--- src/rtl/vga_timing_pkg.sv ---
// rtl/vga_timing_pkg.sv - shared display timing constants, coordinate type and helpers
//
// Holds the 640x480@60 default timing, the derived totals and sync windows,
// and the coordinate width shared with the icon and world-map lookups.
package vga_timing_pkg;

    // Coordinate width used by every module that consumes pixel_column/pixel_row.
    localparam int CNT_W     = 10;
    localparam int CNT_LIMIT = 1 << CNT_W;

    typedef logic [CNT_W-1:0] coord_t;

    // 640x480@60 on a 25 MHz pixel clock.
    localparam int DEF_H_ACTIVE = 640;
    localparam int DEF_H_FP     = 16;
    localparam int DEF_H_SYNC   = 96;
    localparam int DEF_H_BP     = 48;
    localparam int DEF_V_ACTIVE = 480;
    localparam int DEF_V_FP     = 10;
    localparam int DEF_V_SYNC   = 2;
    localparam int DEF_V_BP     = 33;

    localparam int DEF_H_TOTAL = DEF_H_ACTIVE + DEF_H_FP + DEF_H_SYNC + DEF_H_BP;
    localparam int DEF_V_TOTAL = DEF_V_ACTIVE + DEF_V_FP + DEF_V_SYNC + DEF_V_BP;

    // Sync windows: start is the first asserted count, end is one past the last.
    localparam int DEF_HS_START = DEF_H_ACTIVE + DEF_H_FP;
    localparam int DEF_HS_END   = DEF_HS_START + DEF_H_SYNC;
    localparam int DEF_VS_START = DEF_V_ACTIVE + DEF_V_FP;
    localparam int DEF_VS_END   = DEF_VS_START + DEF_V_SYNC;

    // Inclusive window test; bounds are given as first/last so a window that
    // ends exactly at the counter limit never needs an 11-bit constant.
    function automatic logic in_window(input coord_t v, input coord_t first, input coord_t last);
        return (v >= first) && (v <= last);
    endfunction

endpackage

--- src/rtl/vga_timing_gen_sync_delay.sv ---
// rtl/vga_timing_gen_sync_delay.sv - fixed-depth shift register with a reset value
//
// Delays one sync level by DEPTH clocks. Every stage resets to RST_VAL so no
// stale pulse can emerge after a reset. DEPTH = 0 is a plain wire.
//
// Ports:
//   clock - pixel clock
//   rst   - synchronous, active-high reset
//   din   - level to delay
//   dout  - din delayed DEPTH clocks
module sync_delay #(
    parameter int   DEPTH   = 1,
    parameter logic RST_VAL = 1'b1
) (
    input  logic clock,
    input  logic rst,
    input  logic din,
    output logic dout
);

    generate
        if (DEPTH == 0) begin : g_pass
            logic unused_clk_rst;
            assign unused_clk_rst = clock ^ rst;
            assign dout = din;
        end else begin : g_shift
            logic [DEPTH-1:0] shift_q;
            logic [DEPTH-1:0] shift_d;

            always_comb begin
                shift_d[0] = din;
                for (int i = 1; i < DEPTH; i++) begin
                    shift_d[i] = shift_q[i-1];
                end
                if (rst) begin
                    shift_d = {DEPTH{RST_VAL}};
                end
            end

            always_ff @(posedge clock) begin
                shift_q <= shift_d;
            end

            assign dout = shift_q[DEPTH-1];
        end
    endgenerate

endmodule

--- src/rtl/vga_timing_gen.sv ---
// rtl/vga_timing_gen.sv - VGA display timing generator (counters, video_on, syncs)
//
// Produces the pixel coordinates and active-area flag consumed by the
// world-map/icon lookups and the colorizer, plus sync outputs delayed to
// line up with the colorizer's registered colour.
//
// Ports:
//   clock        - pixel clock (25 MHz for the default timing)
//   rst          - synchronous, active-high reset
//   pixel_column - horizontal count 0..H_TOTAL-1
//   pixel_row    - vertical count 0..V_TOTAL-1
//   video_on     - current coordinate lies in the active area
//   horiz_sync   - horizontal sync, SYNC_DLY clocks behind the counters
//   vert_sync    - vertical sync, SYNC_DLY clocks behind the counters
//   line_start   - one-clock pulse while pixel_column == 0
//   frame_start  - one-clock pulse while pixel_column == 0 and pixel_row == 0
module vga_timing_gen
    import vga_timing_pkg::*;
#(
    parameter int   H_ACTIVE = DEF_H_ACTIVE,
    parameter int   H_FP     = DEF_H_FP,
    parameter int   H_SYNC   = DEF_H_SYNC,
    parameter int   H_BP     = DEF_H_BP,
    parameter int   V_ACTIVE = DEF_V_ACTIVE,
    parameter int   V_FP     = DEF_V_FP,
    parameter int   V_SYNC   = DEF_V_SYNC,
    parameter int   V_BP     = DEF_V_BP,
    parameter logic SYNC_POL = 1'b0,
    parameter int   SYNC_DLY = 1
) (
    input  logic             clock,
    input  logic             rst,
    output logic [CNT_W-1:0] pixel_column,
    output logic [CNT_W-1:0] pixel_row,
    output logic             video_on,
    output logic             horiz_sync,
    output logic             vert_sync,
    output logic             line_start,
    output logic             frame_start
);

    localparam int H_TOTAL = H_ACTIVE + H_FP + H_SYNC + H_BP;
    localparam int V_TOTAL = V_ACTIVE + V_FP + V_SYNC + V_BP;

    localparam coord_t H_LAST   = coord_t'(H_TOTAL - 1);
    localparam coord_t V_LAST   = coord_t'(V_TOTAL - 1);
    localparam coord_t H_ACT_C  = coord_t'(H_ACTIVE);
    localparam coord_t V_ACT_C  = coord_t'(V_ACTIVE);
    localparam coord_t HS_FIRST = coord_t'(H_ACTIVE + H_FP);
    localparam coord_t HS_LAST  = coord_t'(H_ACTIVE + H_FP + H_SYNC - 1);
    localparam coord_t VS_FIRST = coord_t'(V_ACTIVE + V_FP);
    localparam coord_t VS_LAST  = coord_t'(V_ACTIVE + V_FP + V_SYNC - 1);

    localparam logic SYNC_IDLE = ~SYNC_POL;

    generate
        if (H_TOTAL > CNT_LIMIT) begin : g_bad_h_total
            $error("vga_timing_gen: H_TOTAL exceeds the coordinate range");
        end
        if (V_TOTAL > CNT_LIMIT) begin : g_bad_v_total
            $error("vga_timing_gen: V_TOTAL exceeds the coordinate range");
        end
        if (SYNC_DLY < 0 || SYNC_DLY > 4) begin : g_bad_sync_dly
            $error("vga_timing_gen: SYNC_DLY must be 0..4");
        end
    endgenerate

    coord_t col_q, col_d;
    coord_t row_q, row_d;
    logic   video_on_q, video_on_d;
    logic   line_start_q, line_start_d;
    logic   frame_start_q, frame_start_d;
    // Sync levels already in output polarity, aligned with the counters.
    logic   hs_lvl_q, hs_lvl_d;
    logic   vs_lvl_q, vs_lvl_d;
    logic   col_wrap;

    // Everything registered is decoded from the next counter values so the
    // flags land on the same edge as the coordinates they describe.
    always_comb begin
        col_wrap = (col_q == H_LAST);
        col_d    = col_wrap ? '0 : col_q + 1'b1;
        row_d    = row_q;
        if (col_wrap) begin
            row_d = (row_q == V_LAST) ? '0 : row_q + 1'b1;
        end

        video_on_d    = (col_d < H_ACT_C) && (row_d < V_ACT_C);
        line_start_d  = (col_d == '0);
        frame_start_d = (col_d == '0) && (row_d == '0);
        hs_lvl_d      = in_window(col_d, HS_FIRST, HS_LAST) ? SYNC_POL : SYNC_IDLE;
        vs_lvl_d      = in_window(row_d, VS_FIRST, VS_LAST) ? SYNC_POL : SYNC_IDLE;

        // Reset parks the counters on the last count so the first free-running
        // edge lands on (0,0) with frame_start.
        if (rst) begin
            col_d         = H_LAST;
            row_d         = V_LAST;
            video_on_d    = 1'b0;
            line_start_d  = 1'b0;
            frame_start_d = 1'b0;
            hs_lvl_d      = SYNC_IDLE;
            vs_lvl_d      = SYNC_IDLE;
        end
    end

    always_ff @(posedge clock) begin
        col_q         <= col_d;
        row_q         <= row_d;
        video_on_q    <= video_on_d;
        line_start_q  <= line_start_d;
        frame_start_q <= frame_start_d;
        hs_lvl_q      <= hs_lvl_d;
        vs_lvl_q      <= vs_lvl_d;
    end

    // Extra delay matches the colorizer's registered colour output.
    sync_delay #(
        .DEPTH   (SYNC_DLY),
        .RST_VAL (SYNC_IDLE)
    ) u_hs_delay (
        .clock (clock),
        .rst   (rst),
        .din   (hs_lvl_q),
        .dout  (horiz_sync)
    );

    sync_delay #(
        .DEPTH   (SYNC_DLY),
        .RST_VAL (SYNC_IDLE)
    ) u_vs_delay (
        .clock (clock),
        .rst   (rst),
        .din   (vs_lvl_q),
        .dout  (vert_sync)
    );

    assign pixel_column = col_q;
    assign pixel_row    = row_q;
    assign video_on     = video_on_q;
    assign line_start   = line_start_q;
    assign frame_start  = frame_start_q;

endmodule

--- config.mk ---
export PLATFORM = sky130hd
export DESIGN_NAME = vga_timing_gen
export DESIGN_NICKNAME = d
export VERILOG_FILES = /design/src/rtl/vga_timing_pkg.sv /design/src/rtl/vga_timing_gen_sync_delay.sv /design/src/rtl/vga_timing_gen.sv
export SDC_FILE = /design/constraint.sdc
export NUM_CORES = 1
export LEC_CHECK = 0
export ABC_CLOCK_PERIOD_IN_PS = 2300
export CORE_MARGIN = 10
export CORE_UTILIZATION = 43
export CTS_BUF_LIST = sky130_fd_sc_hd__clkbuf_8
export DETAILED_ROUTE_END_ITERATION = 16
export MAX_ROUTING_LAYER = met4
export PLACE_DENSITY_LB_ADDON = 0.08
export SLEW_MARGIN = 20
export SYNTH_ARGS = -nofsm -noshare
export SYNTH_HDL_FRONTEND = slang
export SYNTH_HIERARCHICAL = 1
export SYNTH_SLANG_ARGS = --single-unit
--- constraint.sdc ---
create_clock -name clock -period 2.3 [get_ports clock]
set_clock_uncertainty 0.2 [all_clocks]
set_input_delay 0.345 -clock clock [delete_from_list [all_inputs] [get_ports clock]]
set_output_delay 0.345 -clock clock [all_outputs]
set_load 0.02 [all_outputs]
==> impl_metrics.toml <==
[outcome]
status = "finished, violations left"
violations = "negative setup slack"

[global_route]
grt_use_total = 0.1334
grtUsageMet3 = 0.02365
use_met2 = 0.2336
gr-total-overflow = 0
top_usage_layer = "met2"
antenna_found_initial = 0
grt_max_degree = 22
grt_pass1_wl_um = 6665
grt_pass1_vias = 1408
gr-usage-met1 = 0.1500

[floorplan]
fp.dieW_um = 78.82
initial_core_util = 0.4458
core_region_area_um2 = 3337
boundaryPins = 27
dieArea_um2 = 6213
fp-row-count = 21
die_h_um = 78.82

[placed_design]
hpwl_um = 3149
postPlaceCellArea_um2 = 1982
gp_congestion = 0.9450
place.port_buffers = 26

[worst_hold_path]
hold_path.class = "reg -> reg"

[worst_setup_path]
cp-start-kind = "flip-flop"
path_class = "reg -> reg"
slowest_delay_ns = 0.55
crit_chain = "or4b_4 -> nor3_4 -> nand3_2 -> xor2_2 -> buf_4 -> a211oi_4 -> nand4_1"
arrival_ns = 2.29
cp-end-kind = "flip-flop"
slowest_stage = "or4b_4"
path_max_fanout = 5
crit_required_ns = 2.24

[final_layout]
fillCellCount = 319
design_area_um2 = 2100
seqCellArea_um2 = 546.8
nNetsFinal = 239
syn_to_final_growth_pct = 41.13
drive_above_1_share = 0.2371
final_common_cell = "buf_4"
layout_common_cells = "buf_4, clkdlybuf4s50_1, dfxtp_1"
multi_input_area_um2 = 934.6
num_antenna_cells = 0

[timing]
max_freq_mhz = 425.3
fin_hold_ws_ns = 0.2177
rsz0062_at_grt = "yes"
hold_violations = 0
finalCriticalPeriod_ns = 2.351
worst_pin_slew_ns = 0.3771
finalWorstSetupSlack_ns = -0.05120
setup_viol = 1
finalCritPeriodShare = 1.022
max-slew-margin-rel = 0.7463
slew_viol_final = 0
setup_tns_ns = -0.05120

[synth]
synth_area_per_cell_um2 = 8.129
yosys_warnings = 6
ys_ff_latch = 27
synth_cells = 183
ys.flop_type = "dfxtp_1"
synthArstFlopShare = 0
syn_area_um2 = 1488
synth_top_area_frac = 0.3633
synth.area.top_cells = "dfxtp_1, nor2_1, xnor2_1"
yosys.area.top_type = "dfxtp_1"
ys_types = 45
synthesis.nets = 189
ys_seq_area_frac = 0.3633
synth_edf_count = 0

[cts]
ctsHoldBuffers = 0
path_clk_slew_ns = 0.09
clk-insertion-delay-late_ns = 0.28
clockRootBuffer = "clkbuf_8"
cts_buffer_depth = 2
cts-buffers-inserted = 3
cts_tree = "built"
clock_sinks = 27
htree_levels = 1

[routing]
wl_per_cell_um = 15.13
vias = 1491
firstDrtPassIters = 4
drcViolationCount = 0
drtIter0Drc = 119
post_drt_via_cell_ratio = 5.363
finalWirelength_um = 4206
drtAntennaViolNets = 0

[job]
drv_cap = 0

[pwr]
p_leak_nw = 0.8162
vdd_drop_max_v = 0.0007854
pwr_density_cell_nw_per_um2 = 1131
worst paths after layout:
kind	from	end	slack, ns	cells past startpoint
setup / recovery	pixel_column[6]	vs_lvl_q	-0.05	7
setup reg to reg	pixel_column[6]	vs_lvl_q	-0.05	7
hold reg to reg	hs_lvl_q	u_hs_delay/dout	0.22	1
hold / removal	hs_lvl_q	u_hs_delay/dout	0.22	1
stage by stage:
stage	instances	power [mW]	worst slack (ns)	utilization
6_report	278	2.375	-0.05120	0.6292
5_1_grt	278	2.534	-0.1489	0.6292
4_1_cts	276	2.320	0.005269	0.6085
3_5_place_dp	272	2.036	-0.04356	0.5939
3_3_place_gp	272	2.034	0.05309	0.5939
2_1_floorplan	183	1.481	-0.03776	-
cells by family after synthesis:
| kind of cell | count (synthesis) | share of synthesized area |
|---|---|---|
| XOR/XNOR | 13 | 0.07654 |
| multiplexers | 1 | 0.006729 |
| flip-flops | 27 | 0.3633 |
| AO/OA/AOI/OAI | 27 | 0.1270 |
| adder cells (fa/ha/maj) | 4 | 0.03364 |
| buffers and inverters | 18 | 0.05634 |
| AND/OR/NAND/NOR | 93 | 0.3364 |
sequential cells by signal (all words and copies together) (netlist names):
register	cells
pixel_row	10
pixel_column	10
video_on	1
frame_start	1
u_hs_delay/dout	1
vs_lvl_q	1
u_vs_delay/dout	1
line_start	1
hs_lvl_q	1
routing by layer:
metal / part of all wire / routed length [um]
met1: 0.44 / 1843
met2: 0.51 / 2144
met3: 0.042 / 175
met4: 0.010 / 42
met5: 0 / 0
critical path: cells and delay by family, from the launching register on:
kind / cells / cell delay, ns
flops: 1 / 0.34
compound gates: 1 / 0.24
buf+inv: 1 / 0.15
simple gates: 4 / 1.12
xor+xnor: 1 / 0.17
timing repair:
| item | 4_1_cts | 5_1_grt |
|---|---|---|
| endpoints found under the setup margin | 1 | 3 |
| setup buffers | 0 | 2 |
| pin swaps | 1 | 12 |
| gates resized for setup | 0 | 11 |
cell usage after synthesis, drive strengths merged (2+ instances only):
cell type,count
a211o,2
a211oi,3
a21o,2
a21oi,6
a31oi,3
and2,2
and3,2
and4,3
buf,7
clkbuf,4
dfxtp,27
ha,4
inv,7
nand2,15
nand2b,2
nand3,14
nand4,9
nor2,21
nor3,10
nor4,3
o21ai,3
o21bai,4
or2,3
or3,2
or4,2
xnor2,9
xor2,4
cell type report:
cell class | count | share of cell area
clock buffer | 3 | 0.01967
clock inverter | 1 | 0.003576
inverter | 7 | 0.01251
multi-input combinational | 138 | 0.4452
sequential | 27 | 0.2604
tap | 46 | 0.02741
timing repair buffer | 56 | 0.2312
report_power, final:
part	total [mW]	switching, mW	internal (mW)
Sequential	0.655	0.0905	0.564
Clock	0.278	0.155	0.123
Combinational	1.44	0.807	0.636
Note: power is estimated with default switching activity, not from simulation.
